--- src/rtl/result_pkg.sv ---
`default_nettype none
// ============================================================================
//  Module      : result_pkg
//  Description : Shared widths, FIFO entry layout and saturation constant for
//                the result collector.
//  Revision    : 1.0 - initial release
// ============================================================================
package result_pkg;

  localparam int DEFAULT_DATA_W = 40;
  localparam int DEFAULT_OUT_W  = 32;

  // One buffered sample: overflow flag, operation tag, narrowed value.
  typedef struct packed {
    logic                     ovf;
    logic                     sel;
    logic [DEFAULT_OUT_W-1:0] data;
  } entry_t;

  // Value stored in place of an out-of-range result when saturation is built in.
  localparam logic [DEFAULT_OUT_W-1:0] SAT_VALUE = '1;

endpackage
`default_nettype wire

--- src/rtl/result_narrow.sv ---
`default_nettype none
// ============================================================================
//  Module      : result_narrow
//  Description : Unsigned narrowing of a wide arithmetic result. Flags any
//                nonzero bit above OUT_W. Build macro RESULT_COLLECT_SAT_EN
//                selects saturation of flagged values; otherwise the value is
//                truncated.
//  Revision    : 1.0 - initial release
// ============================================================================
module result_narrow
  import result_pkg::*;
#(
  parameter int DATA_W = DEFAULT_DATA_W,
  parameter int OUT_W  = DEFAULT_OUT_W
) (
  input  logic [DATA_W-1:0] in_data,
  output logic              ovf,
  output logic [OUT_W-1:0]  data
);

  // Overflow detect and narrowed value, purely combinational.
  always_comb begin
    ovf = |in_data[DATA_W-1:OUT_W];
`ifdef RESULT_COLLECT_SAT_EN
    data = ovf ? SAT_VALUE : in_data[OUT_W-1:0];
`else
    data = in_data[OUT_W-1:0];
`endif
  end

endmodule
`default_nettype wire

--- src/rtl/result_collector.sv ---
`default_nettype none
// ============================================================================
//  Module      : result_collector
//  Description : Captures tagged 40-bit results, narrows them to 32 bits and
//                buffers them in a small FIFO drained by valid/ready. The
//                producer cannot be stalled, so samples arriving while full
//                are counted in a saturating drop counter.
//                Build macro RESULT_COLLECT_SAT_EN: saturate instead of
//                truncate on overflow (see result_narrow).
//                OUT_W must match the data width of result_pkg::entry_t.
//  Revision    : 1.0 - initial release
// ============================================================================
module result_collector
  import result_pkg::*;
#(
  parameter int DATA_W = DEFAULT_DATA_W,
  parameter int OUT_W  = DEFAULT_OUT_W,
  parameter int DEPTH  = 4,
  parameter int DROP_W = 8
) (
  input  logic                     clk,
  input  logic                     RST,
  input  logic                     in_valid,
  input  logic [DATA_W-1:0]        in_data,
  input  logic                     in_sel,
  output logic                     in_ready,
  output logic                     out_valid,
  output logic [OUT_W-1:0]         out_data,
  output logic                     out_sel,
  output logic                     out_ovf,
  input  logic                     out_ready,
  output logic [$clog2(DEPTH):0]   count,
  output logic [DROP_W-1:0]        drop_cnt
);

  localparam int PTR_W = $clog2(DEPTH);
  localparam int CNT_W = PTR_W + 1;

  localparam logic [CNT_W-1:0]  c_depth    = CNT_W'(DEPTH);
  localparam logic [DROP_W-1:0] c_drop_max = '1;

  entry_t             r_mem [DEPTH];
  logic [PTR_W-1:0]   r_wr_ptr;
  logic [PTR_W-1:0]   r_rd_ptr;
  logic [CNT_W-1:0]   r_count;
  logic [DROP_W-1:0]  r_drop;

  logic               w_full;
  logic               w_empty;
  logic               w_push;
  logic               w_pop;
  logic               w_ovf;
  logic [OUT_W-1:0]   w_narrow;
  entry_t             w_entry;
  entry_t             w_head;

  result_narrow #(
    .DATA_W (DATA_W),
    .OUT_W  (OUT_W)
  ) u_narrow (
    .in_data (in_data),
    .ovf     (w_ovf),
    .data    (w_narrow)
  );

  // Full/empty come from occupancy; pointers wrap naturally (DEPTH is 2^n).
  always_comb begin
    w_full  = (r_count == c_depth);
    w_empty = (r_count == '0);
    // in_ready is evaluated before any pop, so full + pop still drops.
    w_push  = in_valid && !w_full;
    w_pop   = out_valid && out_ready;
    w_entry = '{ovf: w_ovf, sel: in_sel, data: w_narrow};
    w_head  = r_mem[r_rd_ptr];
  end

  // Handshake and head outputs; head fields forced to zero while empty.
  always_comb begin
    in_ready  = !w_full;
    out_valid = !w_empty;
    out_data  = w_empty ? '0   : w_head.data;
    out_sel   = w_empty ? 1'b0 : w_head.sel;
    out_ovf   = w_empty ? 1'b0 : w_head.ovf;
    count     = r_count;
    drop_cnt  = r_drop;
  end

  // Storage write; contents are intentionally not cleared by reset.
  always_ff @(posedge clk) begin
    if (!RST && w_push) begin
      r_mem[r_wr_ptr] <= w_entry;
    end
  end

  // Pointers, occupancy and saturating drop counter.
  always_ff @(posedge clk) begin
    if (RST) begin
      r_wr_ptr <= '0;
      r_rd_ptr <= '0;
      r_count  <= '0;
      r_drop   <= '0;
    end else begin
      if (w_push) begin
        r_wr_ptr <= r_wr_ptr + 1'b1;
      end
      if (w_pop) begin
        r_rd_ptr <= r_rd_ptr + 1'b1;
      end
      case ({w_push, w_pop})
        2'b10:   r_count <= r_count + 1'b1;
        2'b01:   r_count <= r_count - 1'b1;
        default: r_count <= r_count;
      endcase
      if (in_valid && w_full && (r_drop != c_drop_max)) begin
        r_drop <= r_drop + 1'b1;
      end
    end
  end

endmodule
`default_nettype wire

--- config.mk ---
export PLATFORM = sky130hd
export DESIGN_NAME = result_collector
export DESIGN_NICKNAME = d
export VERILOG_FILES = /design/src/rtl/result_pkg.sv /design/src/rtl/result_narrow.sv /design/src/rtl/result_collector.sv
export SDC_FILE = /design/constraint.sdc
export NUM_CORES = 1
export LEC_CHECK = 0
export BUFFER_PORTS_ARGS = -buffer_cell sky130_fd_sc_hd__buf_2
export CAP_MARGIN = 20
export CORE_MARGIN = 1
export CORE_UTILIZATION = 50
export CTS_CLUSTER_DIAMETER = 150
export DETAILED_ROUTE_END_ITERATION = 7
export PLACE_DENSITY = 0.67
export SYNTH_ARGS = -nofsm -noshare
export SYNTH_HDL_FRONTEND = slang
export SYNTH_SLANG_ARGS = --single-unit
--- constraint.sdc ---
create_clock -name clk -period 3.2 [get_ports clk]
set_input_delay 0 -clock clk [delete_from_list [all_inputs] [get_ports clk]]
set_output_delay 0 -clock clk [all_outputs]
set_load 0.05 [all_outputs]
# After elaboration in Yosys (flattened, before gate mapping)
# Memory sizes are Yosys's and may differ from the RTL's. A register that Yosys moved wholly into a read port is not among the register bits.
# Index checks and enable logic that the tools add are counted.
totals:
  ff_bits: 15
  ramBits: 136
  inputBits: 45
  out_inout_bits: 47
  word_cells: 33
  n_memories: 1
mem_list:
  columns: ["memory", "depth", "word_bits", "rd", "rd_clocked_by_memory_dff", "write_ports", "line", "text"]
  rows:
  - ["r_mem", 4, 34, 1, 1, 1, "result_collector.sv:42", "entry_t r_mem [DEPTH];"]
classes:
  addsub: 5
  eq_ne: 4
  n_mux: 8
  reduce_logical: 11
op_table:
  columns: ["op", "count"]
  rows:
  - ["$mux W32", 1]
  - ["$add A8 B1 Y8 const B", 1]
  - ["$ne A8 B8 Y1 const B", 1]
  - ["$reduce_or A8 Y1", 1]
  - ["$pmux W3 S2", 1]
  - ["$logic_and A1 B1 Y1", 5]
  - ["$add A2 B1 Y2 const B", 2]
  - ["$mux W1", 4]
  - ["$mux W2", 2]
  - ["$add A3 B1 Y3 const B", 1]
  - ["$eq A3 B3 Y1 const B", 1]
  - ["$logic_not A1 Y1", 3]
  - ["$logic_not A3 Y1", 1]
  - ["$sub A3 B1 Y3 const B", 1]
  - ["$eq A2 B1 Y1 const B", 1]
  - ["$eq A2 B2 Y1 const B", 1]
  - ["$reduce_bool A2 Y1", 1]

# Logic depth before layout (Yosys ltp)
depth:
  word_depth: 6
  mapped_depth: 10
  depth_no_buf: 9

# Cells and area by module
# From an unflattened synthesis, not the netlist that was laid out.
unflattened:
  hier_cells: 353
  hier_area_um2: 6332.3
by_module_without_submodules:
  columns: ["mod", "instances", "cells_per_inst", "area_each_um2", "seq_area_each_um2"]
  rows:
  - ["result_collector", 1, 318, 6075.8, 4424.2]
  - ["result_narrow", 1, 35, 256.5, 0.0]

# Worst setup path before layout
# OpenSTA, ideal clock, no wires.
synth_path:
  path_kind: "reg-to-reg"
  from: "register r_count[2], in the netlist count[2]"
  to: "register r_count[2], in the netlist count[2]"
  setup_time_ns: 0.071
  arrival_time_ns: 2.705
  t_required_ns: 3.129
  setup_slack_ns: 0.424
  path_stages_with_launch: 10
  n_path_buf: 0
  period_less_slack_ns: 2.776
  path_cell_list: "dfxtp_1 nor3b_1 inv_1 nand2_1 ha_1 inv_1 fa_1 xor2_1 or3_1 a21oi_1"
synth_via:
  elab_chain_len: 5
  word_cells_on_any_way: 12
  classes_between: "add/sub: 2; eq/ne: 3; mux: 1; reduce/logical: 6"
synth_lines:
  columns: ["item", "line", "text"]
  rows:
  - ["from (decl)", "result_collector.sv:45", "logic [CNT_W-1:0] r_count;"]
  - ["from (signal assigned)", "result_collector.sv:110", "2'b10: r_count <= r_count + 1'b1;"]
  - ["from (signal assigned)", "result_collector.sv:111", "2'b01: r_count <= r_count - 1'b1;"]
  - ["from (signal assigned)", "result_collector.sv:112", "default: r_count <= r_count;"]
  - ["$eq A3 B3 Y1 *", "result_collector.sv:68", "w_full = (r_count == c_depth);"]
  - ["$logic_not A1 Y1 *", null, null]
  - ["via in_ready", "result_collector.sv:26", "output logic in_ready,"]
  - ["$logic_and A1 B1 Y1 *", "result_collector.sv:71", "w_push = in_valid && !w_full;"]
  - ["$eq A2 B1 Y1 / $eq A2 B2 Y1 (equally long branches)", "result_collector.sv:109", "case ({w_push, w_pop})"]
  - ["$pmux W3 S2 / $reduce_bool A2 Y1 (equally long branches)", null, null]
# The timed path passes the listed nets; every way through them passes the cells marked *.
# A chain may end at the register's enable or synchronous reset.

# Worst setup path in the final report
layout_path:
  from: "register r_count[2], in the netlist count[2]"
  to: "register r_count[2], in the netlist count[2]"
layout_via:
  elab_chain_len: 5
  word_cells_on_any_way: 12
  classes_between: "add/sub: 2; eq/ne: 3; mux: 1; reduce/logical: 6"
layout_lines:
  columns: ["item", "line"]
  rows:
  - ["$eq A3 B3 Y1 / $logic_not A3 Y1 (equally long branches)", "result_collector.sv:68, result_collector.sv:69"]
  - ["$logic_not A1 Y1, on equally long branches", "result_collector.sv:71, result_collector.sv:80"]
  - ["$logic_and A1 B1 Y1, on equally long branches", "result_collector.sv:71, result_collector.sv:72"]
  - ["$eq A2 B1 Y1 / $eq A2 B2 Y1 (equally long branches)", "result_collector.sv:109"]
  - ["$pmux W3 S2 / $reduce_bool A2 Y1 (equally long branches)", null]
# Parallel ways exist; a longest one is shown, timed or not.

==> metrics.md <==
| Metric | Value |
|---|---|
| Status | finished, final reports clean |
| Leak | 2.74 nW |
| Slowest CP cell | dfxtp_1 |
| NumNets Final | 519 |
| Worst endpoint required time | 3.54 ns |
| XOR/XNOR Fraction of Synth Area | 0.00574 |
| CTS HTree Levels | 4 |
| Initial Utilization | 0.523 |
| Crit-path cells | nor3b_1 > inv_1 > nand2_1 > ha_1 > inv_1 > fa_1 > xor2_1 > or3_1 > a21oi_1 |
| Critical Path AT | 2.76 ns |
| Routed wire length | 10900 microns |
| Residual DRC | 0 |
| First-pass GRT wire length | 17300 microns |
| DR WL/cell | 17.6 microns |
| Die W | 112 microns |
| Synth Area in Compound Gates | 0.0203 |
| Hold crit path type | in -> reg |
| Max cap viols | 0 |
| DP Worst Slack | 0.800 ns |
| Commonest non-fill, non-tap cells in the layout | edfxtp_1 (136), buf_2 (91), dlygate4sd3_1 (39) |
| Final setup fails | 0 |
| Final worst-path setup slack | 0.783 ns |
| M1 GR Usage | 0.223 |
| Largest family of logic cells by synthesized area | multiplexers |
| Tcrit/Tclk final | 0.755 |
| Worst setup EP type | flip-flop |
| Final core utilization | 0.659 |
| CP peak stage delay | 0.49 ns |
| Dpl cell area | 6740 sq um |
| Slew @ Worst Pin | 0.939 ns |
| Iteration-0 DRC Markers | 161 |
| Synth Register Bits | 153 |
| Total die area | 12700 sq um |
| Initial antenna violation count | 0 |
| Worst Skew | 0.00401 ns |
| Mapped Area | 6100 sq um |
| Gpl congestion | 0.783 |
| Max Fclk | 414 MHz |
| Final Non-Filler Cells | 621 |
| Post-layout instance area | 7690 sq um |
| Crit path top cell by count | inv_1 |
| Multiplexer share of the synthesized area | 0.134 |
| Unrepaired setup endpoints after global routing | false |
| Clock root buffer | clkbuf_16 |
| Clock Latency Late Sink | 0.41 ns |
| Netlist cell types | 42 |
| Synth Net Count | 378 |
| DRT Pass-1 Iters | 4 |
| Num ports | 92 |
| Number of cell rows | 39 |
| Period minus WS final | 2.42 ns |
| TritonCTS Sinks | 153 |
| Reg clk slew, reported paths | 0.06 ns |
| Met3 Usage GRT | 0.0545 |
| P&R area growth vs syn | 26.0% |
| Setup tns final | 0 ns |
| Grt met2 use | 0.321 |
| Largest net degree at the start of global routing | 36 |
| Post-DP HPWL | 6550 microns |
| Cts repair resizes | 0 |
| Sequential share of the synthesized area | 0.725 |
| CORE AREA | 11700 sq um |
| Post-Synth Simple-Gate Area | 0.0789 |
| Normalized max-slew margin | 0.374 |
| Tot Pwr | 6.70 mW |
| CTS Buf Count | 17 |
| Ant diodes | 0 |
| Final Hold Vio Count | 0 |
| Number of global-route vias before repair | 3455 |
| Cell count after placement | 552 |
| Busiest grt layer | met2 |
| Synth Area in Adders | 0.0156 |
| Max FO, Critical Path | 9 |
| Routed Antenna Nets | 0 |
| Post-CTS Setup Bufs | 0 |
| Drt via density | 5.37 |
| CTS tree | yes |
| Post-synthesis cell count | 326 |
| Share of post-route cells with drive strength above 1 | 0.356 |
| Slew Viols, Final | 0 |
| WHS | 0.344 ns |
| Crit Path Class | reg -> reg |
| DR vias | 3337 |
| Hold buffer count at CTS | 39 |
| PortBufs | 91 |
| All-Layer GR Usage | 0.186 |
| Max Root-Sink Buffers | 2 |
| Peak VDD IR | 0.432 mV |
| Gr ovfl total | 0 |
| Yosys warns | 0 |
| Syn avg cell area | 18.7 sq um |
| Commonest non-fill, non-tap cell in the layout | edfxtp_1 |
| Die Ht | 112 microns |
| Power per cell area | 871 nW/um^2 |
| Critical Path Start Type | flip-flop |
-- where the power goes --
part           total [mW]  leakage [nW]  switching (mW)  internal, mW
clock network        1.91         0.271           0.706          1.20
registers            2.44          1.37           0.147          2.30
logic                2.35          1.10            1.61         0.736
-- path summary, 6_finish.rpt --
check / to / cells after the start / start / slack (ns)
worst max register to register: count[2]$_SDFFE_PP0P_ / 9 / count[2]$_SDFFE_PP0P_ / 0.78
worst min register to register: r_wr_ptr[1]$_SDFFE_PP0P_ / 2 / r_wr_ptr[1]$_SDFFE_PP0P_ / 0.52
worst max-delay path: count[2]$_SDFFE_PP0P_ / 9 / count[2]$_SDFFE_PP0P_ / 0.78
worst min-delay path: r_mem[3][1]$_DFFE_PP_ / 2 / in_data[1] / 0.34
-- cell families after synthesis --
logic type / Yosys count
flops: 153
simple gates: 79
mux: 39
buf+inv: 26
compound gates: 18
fa+ha+maj: 7
xor+xnor: 4
-- layout make-up --
type                       count  area (sq um)
timing repair buffer         137           911
multi-input combinational    147          1570
fill                         829          3970
clock inverter                11           131
sequential                   153          4430
tap                          143           179
clock buffer                  19           433
inverter                      11          41.3
-- synthesized netlist by cell type (all sizes together) --
master / instances / area share
a41oi: 1 / 0.0014
mux2i: 1 / 0.0016
nor4bb: 1 / 0.0016
nor2b: 38 / 0.039
o31ai: 1 / 0.0012
dfxtp: 17 / 0.056
a211oi: 4 / 0.0057
clkbuf: 4 / 0.0025
a31oi: 1 / 0.0010
a21oi: 6 / 0.0055
xor2: 4 / 0.0057
and2: 4 / 0.0041
nor2: 9 / 0.0055
nor3b: 1 / 0.0012
o311ai: 1 / 0.0014
mux4: 34 / 0.13
inv: 11 / 0.0068
ha: 6 / 0.012
nand2b: 3 / 0.0031
nand4: 1 / 0.0010
o21ai: 3 / 0.0025
edfxtp: 136 / 0.67
nand2: 4 / 0.0025
and4: 1 / 0.0014
buf: 11 / 0.011
nand4bb: 1 / 0.0018
nand3: 5 / 0.0041
and3: 1 / 0.0010
nor4: 4 / 0.0066
mux2: 4 / 0.0074
or3: 1 / 0.0010
fa: 1 / 0.0033
o31a: 1 / 0.0014
nor3: 5 / 0.0049
-- critical path: cells and delay by family, from the launching register on --
kind                       cells  cell delay, ns
DFF                            1            0.49
buffers and inverters          2            0.22
and+or+nand+nor                3            0.79
xor gates and xnor gates       1            0.16
adders and majority gates      2            0.56
AOI/OAI and AO/OA              1            0.13
-- layer usage --
layer  wire length [microns]  share of wire
met5                       0              0
met4                      99         0.0091
met3                     449          0.041
met2                    5670           0.52
met1                    4680           0.43
-- flip-flops by register name (all words and copies together), names as in the netlist, named ones only --
| register | cells |
|---|---|
| drop_cnt | 8 |
| r_wr_ptr | 2 |
| r_rd_ptr | 2 |
| r_mem | 136 |
| count | 3 |
Power figures use the tool's default switching activity.
